`src/rtl/fp_addsub_seq.sv`:
```
// rtl/fp_addsub_seq.sv - multi-cycle IEEE-754 add/subtract, RNE rounding, flush-to-zero, valid/ready handshake
module fp_addsub_seq #(
  parameter int X         = 32,
  parameter int expo_bits = 8
) (
  input  logic         clk,
  input  logic         rst_n,
  input  logic         in_valid,
  output logic         in_ready,
  input  logic         op,
  input  logic [X-1:0] a,
  input  logic [X-1:0] b,
  output logic         out_valid,
  input  logic         out_ready,
  output logic [X-1:0] result,
  output logic [3:0]   flags
);
  localparam int E  = expo_bits;
  localparam int F  = X - E - 1;
  localparam int EW = E + 2;
  localparam int MW = F + 5;  // carry, hidden, fraction, guard, round, sticky

  localparam logic [E-1:0]           EXP_ONES = {E{1'b1}};
  localparam logic signed [EW-1:0]   EXP_MAX  = {2'b00, {E{1'b1}}};
  localparam logic signed [EW-1:0]   EXP_ZERO = '0;
  localparam logic signed [EW-1:0]   EXP_ONE  = 1;
  localparam logic [X-1:0]           QNAN     = {1'b0, {E{1'b1}}, 1'b1, {(F-1){1'b0}}};

  typedef enum logic [2:0] {
    S_IDLE,
    S_ALIGN,
    S_ADD,
    S_NORM,
    S_ROUND,
    S_DONE
  } state_t;

  state_t state, state_nx;

  logic [X-1:0]           a_q, b_q;
  logic                   op_q;
  logic                   sign_q;
  logic                   eff_sub_q;
  logic signed [EW-1:0]   exp_q;
  logic [F+3:0]           big_q, small_q;
  logic [MW-1:0]          mant_q;
  logic [X-1:0]           result_q;
  logic [3:0]             flags_q;

  // Operand classification; sb already carries the op inversion.
  logic         sa, sb;
  logic [E-1:0] ea, eb;
  logic [F-1:0] fa, fb, fa_m, fb_m;
  logic         a_zero, b_zero, a_inf, b_inf, a_nan, b_nan, a_snan, b_snan;

  always_comb begin
    sa     = a_q[X-1];
    sb     = b_q[X-1] ^ op_q;
    ea     = a_q[X-2:F];
    eb     = b_q[X-2:F];
    fa     = a_q[F-1:0];
    fb     = b_q[F-1:0];
    a_zero = (ea == '0);
    b_zero = (eb == '0);
    a_inf  = (ea == EXP_ONES) && (fa == '0);
    b_inf  = (eb == EXP_ONES) && (fb == '0);
    a_nan  = (ea == EXP_ONES) && (fa != '0);
    b_nan  = (eb == EXP_ONES) && (fb != '0);
    a_snan = a_nan && !fa[F-1];
    b_snan = b_nan && !fb[F-1];
    fa_m   = a_zero ? '0 : fa;
    fb_m   = b_zero ? '0 : fb;
  end

  // Magnitude ordering and alignment of the smaller significand
  logic [X-2:0]  key_a, key_b;
  logic          swap;
  logic          sign_l;
  logic [E-1:0]  el, es;
  logic [EW-1:0] diff;
  logic [F+3:0]  ext_a, ext_b, ext_l, ext_s, mask_s, shifted_s;

  always_comb begin
    key_a     = a_zero ? '0 : a_q[X-2:0];
    key_b     = b_zero ? '0 : b_q[X-2:0];
    swap      = key_b > key_a;
    sign_l    = swap ? sb : sa;
    el        = swap ? eb : ea;
    es        = swap ? ea : eb;
    ext_a     = {~a_zero, fa_m, 3'b000};
    ext_b     = {~b_zero, fb_m, 3'b000};
    ext_l     = swap ? ext_b : ext_a;
    ext_s     = swap ? ext_a : ext_b;
    diff      = EW'(el) - EW'(es);
    mask_s    = '0;
    shifted_s = '0;
    if (diff > EW'(F + 3)) begin
      shifted_s = {{(F+3){1'b0}}, |ext_s};
    end else begin
      mask_s    = ((F+4)'(1) << diff) - (F+4)'(1);
      shifted_s = (ext_s >> diff) | {{(F+3){1'b0}}, |(ext_s & mask_s)};
    end
  end

  // Special operands bypass the arithmetic pipeline entirely
  logic         is_special;
  logic [X-1:0] spec_res;
  logic [3:0]   spec_flags;

  always_comb begin
    is_special = a_nan | b_nan | a_inf | b_inf | (a_zero & b_zero);
    spec_res   = {sa & sb, {(X-1){1'b0}}};
    spec_flags = '0;
    if (a_nan | b_nan) begin
      spec_res   = QNAN;
      spec_flags = {a_snan | b_snan, 3'b000};
    end else if (a_inf & b_inf & (sa != sb)) begin
      spec_res   = QNAN;
      spec_flags = 4'b1000;
    end else if (a_inf) begin
      spec_res = {sa, EXP_ONES, {F{1'b0}}};
    end else if (b_inf) begin
      spec_res = {sb, EXP_ONES, {F{1'b0}}};
    end
  end

  logic [MW-1:0] sum;
  assign sum = eff_sub_q ? ({1'b0, big_q} - {1'b0, small_q})
                         : ({1'b0, big_q} + {1'b0, small_q});

  // Round-to-nearest-even and final range check
  logic                 rg, rr, rs, inc;
  logic [F+1:0]         rnd;
  logic signed [EW-1:0] exp_r;
  logic [F-1:0]         frac_r;
  logic [X-1:0]         rnd_res;
  logic [3:0]           rnd_flags;

  always_comb begin
    rg        = mant_q[2];
    rr        = mant_q[1];
    rs        = mant_q[0];
    inc       = rg & (rr | rs | mant_q[3]);
    rnd       = {1'b0, mant_q[F+3:3]} + {{(F+1){1'b0}}, inc};
    exp_r     = exp_q;
    frac_r    = rnd[F-1:0];
    if (rnd[F+1]) begin
      exp_r  = exp_q + EXP_ONE;
      frac_r = rnd[F:1];
    end
    rnd_res   = {sign_q, exp_r[E-1:0], frac_r};
    rnd_flags = {3'b000, rg | rr | rs};
    if (mant_q == '0) begin
      rnd_res   = {sign_q, {(X-1){1'b0}}};
      rnd_flags = '0;
    end else if (exp_r >= EXP_MAX) begin
      rnd_res   = {sign_q, EXP_ONES, {F{1'b0}}};
      rnd_flags = 4'b0101;
    end else if (exp_r <= EXP_ZERO) begin
      rnd_res   = {sign_q, {(X-1){1'b0}}};
      rnd_flags = 4'b0011;
    end
  end

  always_ff @(posedge clk or negedge rst_n) begin
    if (!rst_n) state <= S_IDLE;
    else        state <= state_nx;
  end

  always_comb begin
    state_nx = state;
    case (state)
      S_IDLE:  if (in_valid) state_nx = S_ALIGN;
      S_ALIGN: state_nx = is_special ? S_DONE : S_ADD;
      S_ADD:   state_nx = S_NORM;
      S_NORM:  if (mant_q[MW-1] || mant_q[MW-2] || (mant_q == '0)) state_nx = S_ROUND;
      S_ROUND: state_nx = S_DONE;
      S_DONE:  if (out_ready) state_nx = S_IDLE;
      default: state_nx = S_IDLE;
    endcase
  end

  always_ff @(posedge clk or negedge rst_n) begin
    if (!rst_n) begin
      a_q       <= '0;
      b_q       <= '0;
      op_q      <= 1'b0;
      sign_q    <= 1'b0;
      eff_sub_q <= 1'b0;
      exp_q     <= '0;
      big_q     <= '0;
      small_q   <= '0;
      mant_q    <= '0;
      result_q  <= '0;
      flags_q   <= '0;
    end else begin
      case (state)
        S_IDLE: begin
          if (in_valid) begin
            a_q  <= a;
            b_q  <= b;
            op_q <= op;
          end
        end
        S_ALIGN: begin
          sign_q    <= sign_l;
          eff_sub_q <= sa ^ sb;
          exp_q     <= EW'(el);
          big_q     <= ext_l;
          small_q   <= shifted_s;
          if (is_special) begin
            result_q <= spec_res;
            flags_q  <= spec_flags;
          end
        end
        S_ADD: begin
          mant_q <= sum;
          if (sum == '0) sign_q <= 1'b0;
        end
        S_NORM: begin
          // Carry shifts right once; otherwise walk the leading one up a bit per cycle.
          if (mant_q[MW-1]) begin
            mant_q <= {1'b0, mant_q[MW-1:2], mant_q[1] | mant_q[0]};
            exp_q  <= exp_q + EXP_ONE;
          end else if (!mant_q[MW-2] && (mant_q != '0)) begin
            mant_q <= mant_q << 1;
            exp_q  <= exp_q - EXP_ONE;
          end
        end
        S_ROUND: begin
          result_q <= rnd_res;
          flags_q  <= rnd_flags;
        end
        default: ;
      endcase
    end
  end

  assign in_ready  = (state == S_IDLE);
  assign out_valid = (state == S_DONE);
  assign result    = result_q;
  assign flags     = flags_q;

endmodule

```
`config.mk`:
```
export PLATFORM = sky130hd
export DESIGN_NAME = fp_addsub_seq
export DESIGN_NICKNAME = d
export VERILOG_FILES = /design/src/rtl/fp_addsub_seq.sv
export SDC_FILE = /design/constraint.sdc
export NUM_CORES = 1
export LEC_CHECK = 0
export ABC_AREA = 0
export CAP_MARGIN = 20
export CORE_MARGIN = 3
export CORE_UTILIZATION = 30
export DETAILED_ROUTE_END_ITERATION = 8
export GPL_ROUTABILITY_DRIVEN = 1
export PLACE_DENSITY = 0.54
export SLEW_MARGIN = 20
export SYNTH_ARGS = -nofsm -noshare
export SYNTH_HDL_FRONTEND = slang
export SYNTH_SLANG_ARGS = --single-unit
```
`constraint.sdc`:
```
create_clock -name clk -period 6.05 [get_ports clk]
set_input_delay 0.9075 -clock clk [delete_from_list [all_inputs] [get_ports clk]]
set_output_delay 0.9075 -clock clk [all_outputs]
set_load 0.02 [all_outputs]
```
# After elaboration in Yosys (flattened, before gate mapping)
# Index checks and enable logic that the tools add are counted.
dict set report totals {
  register_bits 198
  in_bits 69
}
dict set report op_classes {
  addsub 7
  n_lt_le_gt_ge 4
  n_eq_ne 14
  shifts 2
  mux 42
  bitwise_logic 20
  n_reduce_logical 34
}
# op count
set op_table {}
lappend op_table {{$mux W32} 5}
lappend op_table {{$mux W31} 5}
lappend op_table {{$mux W28} 3}
lappend op_table {{$mux W27} 3}
lappend op_table {{$mux W23} 3}
lappend op_table {{$pmux W32 S2} 1}
lappend op_table {{$logic_not A28 Y1} 2}
lappend op_table {{$pmux W28 S2} 1}
lappend op_table {{$reduce_or A27 Y1} 2}
lappend op_table {{$logic_not A23 Y1} 2}
lappend op_table {{$reduce_bool A23 Y1} 2}
lappend op_table {{$gt A31 B31 Y1} 1}
lappend op_table {{$mux W10} 3}
lappend op_table {{$add A27 B27 Y28} 1}
lappend op_table {{$reduce_bool A28 Y1} 1}
lappend op_table {{$sub A27 B27 Y28} 1}
lappend op_table {{$and A27 B27 Y27} 1}
lappend op_table {{$or A27 B1 Y27} 1}
lappend op_table {{$shl A1 B10 Y27 const A} 1}
lappend op_table {{$shr A27 B10 Y27} 1}
lappend op_table {{$sub A27 B2 Y27 const B} 1}
lappend op_table {{$add A24 B1 Y25} 1}
lappend op_table {{$pmux W10 S2} 1}
lappend op_table {{$mux W3} 6}
lappend op_table {{other kinds (33)} 74}

# Longest topological paths before layout
# Gate-level depths: netlist (run 1).
dict set report logic_depth {
  depth_word 11
  depth_mapped 26
  mapped_depth_nobuf 23
}

# Least setup slack after synthesis (run 1)
# No wires, ideal clock.
dict set report synth_path {
  path_type {flip-flop to flip-flop}
  startpoint {register a_q[30]}
  endpoint {register small_q[0]}
  t_arrival_ns 5.268
  t_required_ns 5.924
  slack_ns 0.656
  stages_incl_launch_ff 27
  path_buffers 5
  synth_period_minus_slack_ns 5.394
  cell_sequence {dfrtp_1 -> clkbuf_1 -> nor4_1 -> nand4_1 -> clkbuf_1 -> clkbuf_1 -> nand2_1 -> ha_1 -> a21oi_2 -> nand2_1 -> o21ai_1 -> nand4_2 -> o21ai_4 -> mux2i_1 -> inv_1 -> ha_1 -> inv_1 -> o221ai_1 -> a31oi_1 -> mux2i_1 -> o21ai_1 -> buf_2 -> or2_1 -> buf_6 -> or4_4 -> a211oi_1 -> nor3_1}
}
dict set report synth_between {
  elab_chain_len 11
  elab_cells_between_ends 18
}
# element line_no
set synth_lines {}
lappend synth_lines {{start, declared} 40} ;# logic [X-1:0] a_q, b_q;
lappend synth_lines {{start signal, assigned} 185} ;# a_q <= '0;
lappend synth_lines {{start signal, assigned} 200} ;# a_q <= a;
lappend synth_lines {{$logic_not A8 Y1} 63} ;# a_zero = (ea == '0);
lappend synth_lines {{$mux W31} 84} ;# key_a = a_zero ? '0 : a_q[X-2:0];
lappend synth_lines {{$gt A31 B31 Y1} 86} ;# swap = key_b > key_a;
lappend synth_lines {{$mux W8 (on tied branches)} {88, 89}}
lappend synth_lines {{$sub A8 B8 Y9} 94} ;# diff = EW'(el) - EW'(es);
lappend synth_lines {{$shl A1 B10 Y27} 100} ;# mask_s = ((F+4)'(1) << diff) - (F+4)'(1);
lappend synth_lines {{$sub A27 B2 Y27} 100}
lappend synth_lines {{$and A27 B27 Y27} 101} ;# shifted_s = (ext_s >> diff) | {{(F+3){1'b0}}, |(ext_s & mask_s)};
lappend synth_lines {{$reduce_or A27 Y1} 101}
lappend synth_lines {{$or A27 B1 Y27} 101}
lappend synth_lines {{$mux W27 *} 97} ;# if (diff > EW'(F + 3)) begin
lappend synth_lines {{end signal, assigned} 210} ;# small_q <= shifted_s;
lappend synth_lines {{end, declared} 45} ;# logic [F+3:0] big_q, small_q;
# Mark *: on every way between the ends. The rest lies on a longest branch, timed or not.
# A chain may end at the register's enable or synchronous reset.

# Final worst setup path (run 1)
dict set report layout_path {
  startpoint {register a_q[26]}
  endpoint {register small_q[0]}
}
# The elaborated chain is that of the path after synthesis.

==> results.yml, run 1 <==
status:
  status: "finished clean"
clock_tree:
  htreeDepth: 4
  insertion_delay_ns: 0.48
  cts_tree: "yes"
  cts_made_buffers: 17
  hold_buffers: 0
  postCtsSetupRepairBufs: 0
  cts_root_buf: "clkbuf_16"
  cts_sinks: 195
  clkTransAtPathRegs_ns: 0.08
  clk_path_buf_depth: 2
  post_cts_resized: 0
logic_synthesis:
  yosys-top-cells-area: "dfrtp_1 (33%), nand2_1 (6.8%), o21ai_0 (5.6%), ha_1 (5.1%), nor2_1 (4.8%)"
  synth_ff_type: "dfrtp_1"
  synth-seq-area-share_pct: 32.59
  syn_area_um2: 14970
  synth-edff-count: 0
  syn-mean-instance-area_um2: 7.826
  synth_area_leader_cell: "dfrtp_1"
  async_flop_share_pct: 100.0
  ys_types: 78
  synth_warnings: 0
  ys_ff_latch: 195
  syn_inst: 1913
  syn-num-nets: 2043
  yosys.area.top_type_share_pct: 32.59
floorplanning:
  core_um2: 49150
  die_area_um2: 52620
  ios: 107
  die_y_um: 229.4
  row_count: 81
  dieWidth_um: 229.4
  initial_utilization_pct: 30.46
critical_path:
  critPathKind: "flip-flop to flip-flop"
  crit_family: "simple AND/OR/NAND/NOR gates"
  arrival_ns: 6.08
  crit_cells: 24
  setup.worst_path.start_class: "flip-flop"
  slowest_delay_ns: 0.53
  critical_path_peak_fanout: 39
  path_buf_inv: 5
  critPathSlowestCell: "or4_4"
  cp.required_ns: 6.40
  rr_worst_depth: 24
  rrSetupSlack_ns: 0.33
  end_kind: "flip-flop"
  cp_cell_sequence: "nor4_1 -> nand4_1 -> buf_12 -> nand2_1 -> ha_1 -> a211oi_2 -> nor2_1 -> o31ai_2 -> nand4_2 -> o21ai_4 -> mux2i_1 -> inv_1 -> ha_1 -> inv_1 -> o221ai_1 -> xor2_2 -> buf_4 -> buf_4 -> nor3_1 -> o22ai_1 -> a31oi_1 -> or4_4 -> a211oi_1 -> nor3_1"
grt:
  grt_pass1_vias: 13660
  use_met1_pct: 27.39
  grt_usage_pct: 18.76
  grt_overflow: 0
  grt_pass1_wl_mm: 79.04
  top_usage_layer: "met2"
  grt_util_met2_pct: 28.50
  met3_usage_pct: 3.097
  antenna_found_initial: 0
  grt_max_degree: 107
timing:
  final-setup-viol-count: 0
  final.setup.tns_ns: 0
  period_minus_slack_ns: 5.724
  finalMaxSlewViolations: 0
  fin_skew_ns: 0.01515
  grt_setup_unrepaired: "false"
  max_slew_margin_pct: 33.52
  finalHoldViolations: 0
  finalCritPeriodShare_pct: 94.61
  worst_pin_slew_ns: 0.9881
  fmax_mhz: 174.7
hold_path:
  hold_class: "flip-flop to flip-flop"
  holdPathStages: 2
route:
  via_count: 14170
  viasPerCell: 5.404
  dr.pass1.iters: 5
  drt-initial-drc-count: 1217
  drc: 0
  wl_per_cell_um: 18.82
  drt_wl_total_mm: 49.32
  drt.antenna.violating_nets: 0
place:
  port_buffers: 106
  dp_hpwl_mm: 37.90
  gp_congestion: 0.9015
final_layout:
  n_antenna_cell: 0
  drive_above_1_share_pct: 8.891
  nNetsFinal: 2075
  area_delta_synth_final_pct: 15.97
job:
  maxCapViolCount: 0
[logic make-up after synthesis]
| family | Yosys count | share of synthesized area [%] |
|---|---|---|
| flops | 195 | 32.59 |
| buf+inv | 199 | 5.173 |
| fa+ha+maj | 69 | 5.633 |
| simple gates | 739 | 22.65 |
| compound gates | 534 | 22.15 |
| mux | 85 | 6.427 |
| xor+xnor | 92 | 5.382 |
[cells in the mapped netlist, drive strengths merged (8+ instances only)]
| library cell | count |
|---|---|
| o31ai | 8 |
| o22a | 12 |
| xor2 | 37 |
| a31oi | 33 |
| nor2b | 12 |
| o22ai | 13 |
| inv | 50 |
| ha | 61 |
| maj3 | 8 |
| nor3 | 52 |
| mux2 | 59 |
| o211ai | 30 |
| and3 | 13 |
| nand2b | 13 |
| nand4 | 29 |
| and2 | 26 |
| nor4 | 33 |
| dfrtp | 195 |
| nor2 | 193 |
| mux2i | 23 |
| a21oi | 141 |
| xnor2 | 55 |
| nand2 | 273 |
| nand3 | 54 |
| a22o | 21 |
| and4 | 8 |
| a21o | 12 |
| a211oi | 27 |
| clkbuf | 115 |
| buf | 34 |
| o21ai | 174 |
[routing by layer]
layer | share of wire (%) | routed length, um
met5 | 0 | 0
met3 | 4.7 | 2337
met2 | 44 | 21580
met4 | 2.2 | 1097
met1 | 49 | 24310
[metrics by stage]
stage / utilization [%] / hold WS (ns) / instances / setup slack (ns) / cell area, um2
2_1_floorplan: - / 0.4563 / 1913 / 0.6560 / 14970
3_5_place_dp: 34.13 / 0.4633 / 2590 / 0.4096 / 16770
5_1_grt: 35.32 / 0.5080 / 2621 / 0.02371 / 17360
3_3_place_gp: 34.13 / 0.4611 / 2590 / 0.5075 / 16770
6_report: 35.32 / 0.4761 / 2621 / 0.3263 / 17360
4_1_cts: 35.32 / 0.4832 / 2621 / 0.3667 / 17360
[cell type report]
type,instances,area [um2]
clock buffer,19,442.9
clock inverter,12,145.1
fill,5149,31790
inverter,50,187.7
multi-input combinational,1519,9340
sequential,195,4881
tap,664,830.8
timing repair buffer,162,1535
[flip-flops by register name, summed over array words and instances (netlist names)]
register	count
state	3
a_q	32
sign_q	1
flags	4
eff_sub_q	1
b_q	32
mant_q	28
small_q	27
big_q	24
result	32
exp_q	10
op_q	1
[cell usage in the layout, fill, tap and decap left out, types with 54 or more instances in the layout]
cell             netlist  routed
nand3_1               54      54
xnor2_1               55      54
nor2_1               193     191
mux2_2                59      59
a21oi_1              140     140
nand2_1              273     273
o21ai_0              169     169
clkdlybuf4s50_1        0     105
ha_1                  61      61
dfrtp_1              195     194
[path summary, 6_finish.rpt]
path	end	start
max	small_q[0]	a_q[26]
min	result[12]	result[12]
max reg2reg	small_q[0]	a_q[26]
min reg2reg	result[12]	result[12]
max in group asynchronous	a_q[15]	rst_n
min in group asynchronous	flags[1]	rst_n
[worst register-to-register path, delay by kind of cell (launching register included)]
| kind | cells | cell delay, ns |
|---|---|---|
| fa+ha+maj | 2 | 0.44 |
| simple gates | 8 | 1.69 |
| mux | 1 | 0.27 |
| flops | 1 | 0.45 |
| xor+xnor | 1 | 0.50 |
| compound gates | 7 | 1.45 |
| buf+inv | 5 | 0.79 |
Power of run 1 is not shown: default switching activity piles up to over one toggle a cycle in this logic, so the estimate is an artifact.
==> run 2: changes to the inputs <==
--- a/config.mk
+++ b/config.mk
@@ -16,3 +16,4 @@
 export SYNTH_ARGS = -nofsm -noshare
 export SYNTH_HDL_FRONTEND = slang
 export SYNTH_SLANG_ARGS = --single-unit
+export TNS_END_PERCENT = 10
==> constraint.sdc (replaced) <==
create_clock -name clk -period 5.9 [get_ports clk]
set_input_delay 0.885 -clock clk [delete_from_list [all_inputs] [get_ports clk]]
set_output_delay 0.885 -clock clk [all_outputs]
set_load 0.02 [all_outputs]
==> run 2 against run 1 <==
Fmax up 4.3%. Setup slack better by 0.085 ns. Die area unchanged. Critical endpoint unchanged. Non-clock buffer count up 14. Routed wire length down 0.61%. Hold slack worse by 0.089 ns. Clock-buffer cell count down 2. Utilization up 0.25 points. First-iteration DRC count down 1.2%.
==> results.yml, run 2 (synthesized netlist as in run 1, its figures left out) <==
route:
  dr.pass1.iters: 8
  drt_wl_total_mm: 49.02
  drt-initial-drc-count: 1203
  viasPerCell: 5.390
  drt.antenna.violating_nets: 0
  wl_per_cell_um: 18.59
  drc: 0
  via_count: 14210
critical_path:
  rr_worst_depth: 20
  setup.worst_path.start_class: "flip-flop"
  r2r_end: "small_q[0]"
  critical_path_peak_fanout: 89
  arrival_ns: 5.85
  r2r_start: "a_q[26]"
  cp.required_ns: 6.26
  rrSetupSlack_ns: 0.41
  worstSetupStartpoint: "a_q[26]"
  critPathKind: "flip-flop to flip-flop"
  crit_path_end: "small_q[0]"
  end_kind: "flip-flop"
grt:
  antenna_found_initial: 0
  grt_max_degree: 121
  grt_overflow: 0
  grt_pass1_vias: 13470
  grt_pass1_wl_mm: 77.78
  grt_usage_pct: 18.44
clock_tree:
  cts_made_buffers: 17
  insertion_delay_ns: 0.48
  hold_buffers: 0
  clk_path_buf_depth: 2
  htreeDepth: 4
  cts_sinks: 195
  cts_tree: "yes"
  cts_root_buf: "clkbuf_16"
  clkTransAtPathRegs_ns: 0.08
final_layout:
  seq_area_um2: 4881
  postLayoutCoreUtil_pct: 35.58
  drive_above_1_share_pct: 9.782
  layout_commonest_cell: "nand2_1"
  area_delta_synth_final_pct: 16.81
  final_design_area_no_fill_um2: 17490
  final_cell_mix: "nand2_1 (273), dfrtp_1 (194), nor2_1 (191)"
  nNetsFinal: 2090
  multi_input_area_um2: 9365
  nFillCells: 5195
  n_antenna_cell: 0
timing:
  finalHoldViolations: 0
  grt_setup_unrepaired: "false"
  period_minus_slack_ns: 5.489
  finalCritPeriodShare_pct: 93.04
  fmax_mhz: 182.2
  final.setup.tns_ns: 0
  max_slew_margin_pct: 29.12
  worst_pin_slew_ns: 1.053
  fin_skew_ns: 0.01236
  final-setup-viol-count: 0
  finalMaxSlewViolations: 0
status:
  status: "finished clean"
place:
  dpl-instance-area_um2: 16850
  dp_hpwl_mm: 37.92
  gp_congestion: 0.9207
  port_buffers: 106
hold_path:
  hold_class: "primary input to async pin"
floorplanning:
  core_um2: 49150
  die_y_um: 229.4
  ios: 107
  dieWidth_um: 229.4
  row_count: 81
  initial_utilization_pct: 30.46
  die_area_um2: 52620
job:
  maxCapViolCount: 0
run 2: area by class of cell:
class,count,area share (%)
repair buffers,176,9.308
multi-input cells,1520,53.55
flip-flops and latches,195,27.91
clock buffers,17,2.433
inverters,50,1.073
well taps,664,4.751
clock inverters,15,0.9730
run 2: worst min path at each step:
stage	to	from	depth (start not counted)
global placement	flags[2]	flags[2]	1
finish	result[23]	rst_n	1
floorplan	big_q[11]	big_q[11]	2
detailed placement	result[12]	result[12]	2
CTS	result[23]	rst_n	1
global route	result[23]	rst_n	1
run 2: routing by layer:
layer  wire, um  track usage (%)
met1      23850            26.45
met2      21920            28.61
met3       2389            3.371
met4        859            4.608
met5          0                0
run 2: repair_timing:
item | 4_1_cts | 5_1_grt
endpoints found under the setup margin | 0 | 9
gates resized for setup | 0 | 3
setup buffers | 0 | 2
run 2: critical path, stage by stage, from the launching register on:
cell	delay, ns
dfrtp_1	0.44
nor4_1	0.34
nand4_1	0.14
buf_4	0.26
nand2_1	0.15
ha_1	0.27
a21oi_1	0.14
a21oi_1	0.09
o31ai_2	0.42
nand4_2	0.21
o21ai_4	0.23
buf_12	0.33
mux2_2	0.42
a21boi_0	0.13
o2bb2ai_1	0.22
and4_1	0.25
o21a_1	0.30
a31oi_1	0.13
or4_4	0.54
a211oi_1	0.23
nor3_1	0.08
run 2: stage by stage:
step | hold WS [ns] | setup slack [ns] | instances
final | 0.3869 | 0.4109 | 2637
after global routing | 0.4231 | 0.03404 | 2637
after CTS | 0.3970 | 0.2206 | 2634
after detailed placement | 0.4671 | 0.2516 | 2602
after global placement | 0.4629 | 0.3506 | 2602
after floorplan | 0.4563 | 0.5060 | 1913
Power of run 2 is left out for the same reason.
==> run 3: changes to the inputs <==
--- a/config.mk
+++ b/config.mk
@@ -5,13 +5,14 @@
 export SDC_FILE = /design/constraint.sdc
 export NUM_CORES = 1
 export LEC_CHECK = 0
-export ABC_AREA = 0
+export ABC_AREA = 1
 export CAP_MARGIN = 20
-export CORE_MARGIN = 3
+export CORE_MARGIN = 8
 export CORE_UTILIZATION = 30
 export DETAILED_ROUTE_END_ITERATION = 8
 export GPL_ROUTABILITY_DRIVEN = 1
 export PLACE_DENSITY = 0.54
+export SETUP_SLACK_MARGIN = 0.5
 export SLEW_MARGIN = 20
 export SYNTH_ARGS = -nofsm -noshare
 export SYNTH_HDL_FRONTEND = slang
==> run 3 against run 2 <==
Via count grew 10%. Utilization grew 1.3 points. Clock skew grew 0.0058 ns. Global-route usage grew 1.3 points. First-iteration DRC count grew 14%. Final cell count grew 15%. Clock-buffer cell count grew 1. Register-to-register slack gained 0.22 ns.
==> results.yml, run 3 <==
status:
  status: "finished clean"
timing:
  period_minus_slack_ns: 5.267
  final.setup.tns_ns: 0
  finalCritPeriodShare_pct: 89.28
  final-setup-viol-count: 0
  fmax_mhz: 189.9
  worst_pin_slew_ns: 0.8695
  hold_slack_ns: 0.3499
  grt_setup_unrepaired: "true"
  finalHoldViolations: 0
  fin_skew_ns: 0.01815
  max_slew_margin_pct: 42.03
  finalMaxSlewViolations: 0
final_layout:
  seq_area_um2: 4881
  final_cell_mix: "nand2_1 (389), nor2_1 (296), inv_1 (285)"
  multi_input_area_um2: 9022
  drive_above_1_share_pct: 10.41
  area_delta_synth_final_pct: 21.49
  nNetsFinal: 2490
  nFillCells: 5478
  n_antenna_cell: 0
  layout_commonest_cell: "nand2_1"
  stdcell_count: 3045
critical_path:
  cp.required_ns: 6.32
  critPathSlowestCell: "dfrtp_1"
  rrSetupSlack_ns: 0.63
  setup.worst_path.start_class: "flip-flop"
  end_kind: "flip-flop"
  r2r_end: "small_q[10]"
  arrival_ns: 5.69
  slowest_delay_ns: 0.41
  r2r_start: "b_q[24]"
  critical_path_peak_fanout: 19
  critPathKind: "flip-flop to flip-flop"
  rr_worst_depth: 31
clock_tree:
  cts_tree: "yes"
  clkTransAtPathRegs_ns: 0.08
  hold_buffers: 0
  cts_root_buf: "clkbuf_16"
  insertion_delay_ns: 0.50
  cts_sinks: 195
  clk_path_buf_depth: 2
  cts_made_buffers: 17
  htreeDepth: 4
place:
  gp_congestion: 0.9382
  port_buffers: 106
  dp_hpwl_mm: 45.37
  place_inst: 2979
floorplanning:
  die_area_um2: 58180
  core_um2: 50070
  row_count: 82
  ios: 107
  dieWidth_um: 241.2
  die_y_um: 241.2
  initial_utilization_pct: 30.39
logic_synthesis:
  synth-edff-count: 0
  synth_common_cells: "nand2_1 (398), nor2_1 (306), inv_1 (292)"
  async_flop_share_pct: 100.0
  syn_area_um2: 15210
  synth-seq-area-share_pct: 32.07
  synth_area_leader_cell: "dfrtp_1"
  synth_warnings: 0
  yosys.area.top_type_share_pct: 32.07
  yosys-top-cells-area: "dfrtp_1 (32%), nand2_1 (9.8%), nor2_1 (7.5%), inv_1 (7.2%), ha_1 (5.0%)"
  syn_inst: 2231
  ys_ff_latch: 195
  synth_most_common_cell: "nand2_1"
  synth_ff_type: "dfrtp_1"
  syn-mean-instance-area_um2: 6.820
  syn-num-nets: 2361
  ys_types: 61
grt:
  grt_pass1_wl_mm: 88.78
  grt_pass1_vias: 15160
  grt_overflow: 0
  grt_usage_pct: 19.72
  antenna_found_initial: 0
  grt_max_degree: 142
route:
  viasPerCell: 5.156
  wl_per_cell_um: 18.98
  dr.pass1.iters: 5
  drc: 0
  drt-initial-drc-count: 1372
  drt_wl_total_mm: 57.79
  via_count: 15700
  drt.antenna.violating_nets: 0
job:
  maxCapViolCount: 0
hold_path:
  hold_class: "primary input to async pin"
[run 3: cell count changes after synthesis, sizes merged, moves of 25 or more]
| cell | delta |
|---|---|
| clkbuf | -44 |
| nand4 | +29 |
| o22ai | +50 |
| inv | +252 |
| xnor2 | -38 |
| mux2 | -45 |
| a211oi | -25 |
| nand2 | +138 |
| nand3 | +76 |
| nor2 | +129 |
[run 3: kinds of logic after synthesis]
family	synth area share, %
mux	1.431
xor+xnor	4.252
flops	32.07
simple gates	28.64
buf+inv	10.20
fa+ha+maj	5.016
compound gates	18.39
[run 3: layout make-up]
class,count,area share (%)
Clock buffer,18,2.322
Clock inverter,14,1.042
Inverter,309,6.316
Multi-Input combinational cell,1634,48.81
Sequential cell,195,26.41
Tap cell,672,4.549
Timing Repair Buffer,202,10.51
Timing Repair inverter,1,0.04061
[run 3: critical path: cells and delay by family, from the launching register on]
family	cells	cell delay, ns
AOI/OAI and AO/OA	4	0.65
buffers and inverters	6	0.88
adders and majority gates	2	0.48
and+or+nand+nor	19	2.73
DFF	1	0.41
[run 3: metrics by stage]
step                      utilization (%)  setup slack, ns  cell area, um2
after global placement              34.47           0.3160           17260
after global routing                36.92           0.3173           18480
after detailed placement            34.47           0.3374           17260
after CTS                           35.79           0.5063           17920
final                               36.92           0.6328           18480
after floorplan                         -            1.382           15210
[run 3: what timing repair did]
| item | CTS | global route |
|---|---|---|
| resized for setup | 5 | 62 |
| setup buffers | 2 | 25 |
| cloned | 1 | 6 |
| pin swaps | 1 | 24 |
| setup endpoints to repair | 24 | 28 |
[run 3: layer usage]
metal  GRT usage [%]  share of wire (%)  vias to the layer above
met5               0                  0                        -
met2           32.48                 46                      453
li1                -                  -                     7705
met4           5.975                2.1                        0
met1           26.61                 46                     7477
met3           2.729                5.0                       66
[run 3: worst max-delay path by stage]
stage,to,start,depth (start not counted),slack (ns)
3_3_place_gp,small_q[0],b_q[30],36,0.32
4_1_cts,small_q[2],b_q[30],35,0.51
5_1_grt,small_q[0],b_q[24],37,0.32
6_report,small_q[10],b_q[24],31,0.63
2_1_floorplan,small_q[0],b_q[30],38,1.38
3_5_place_dp,small_q[0],b_q[30],36,0.34
Power of run 3 is left out for the same reason.
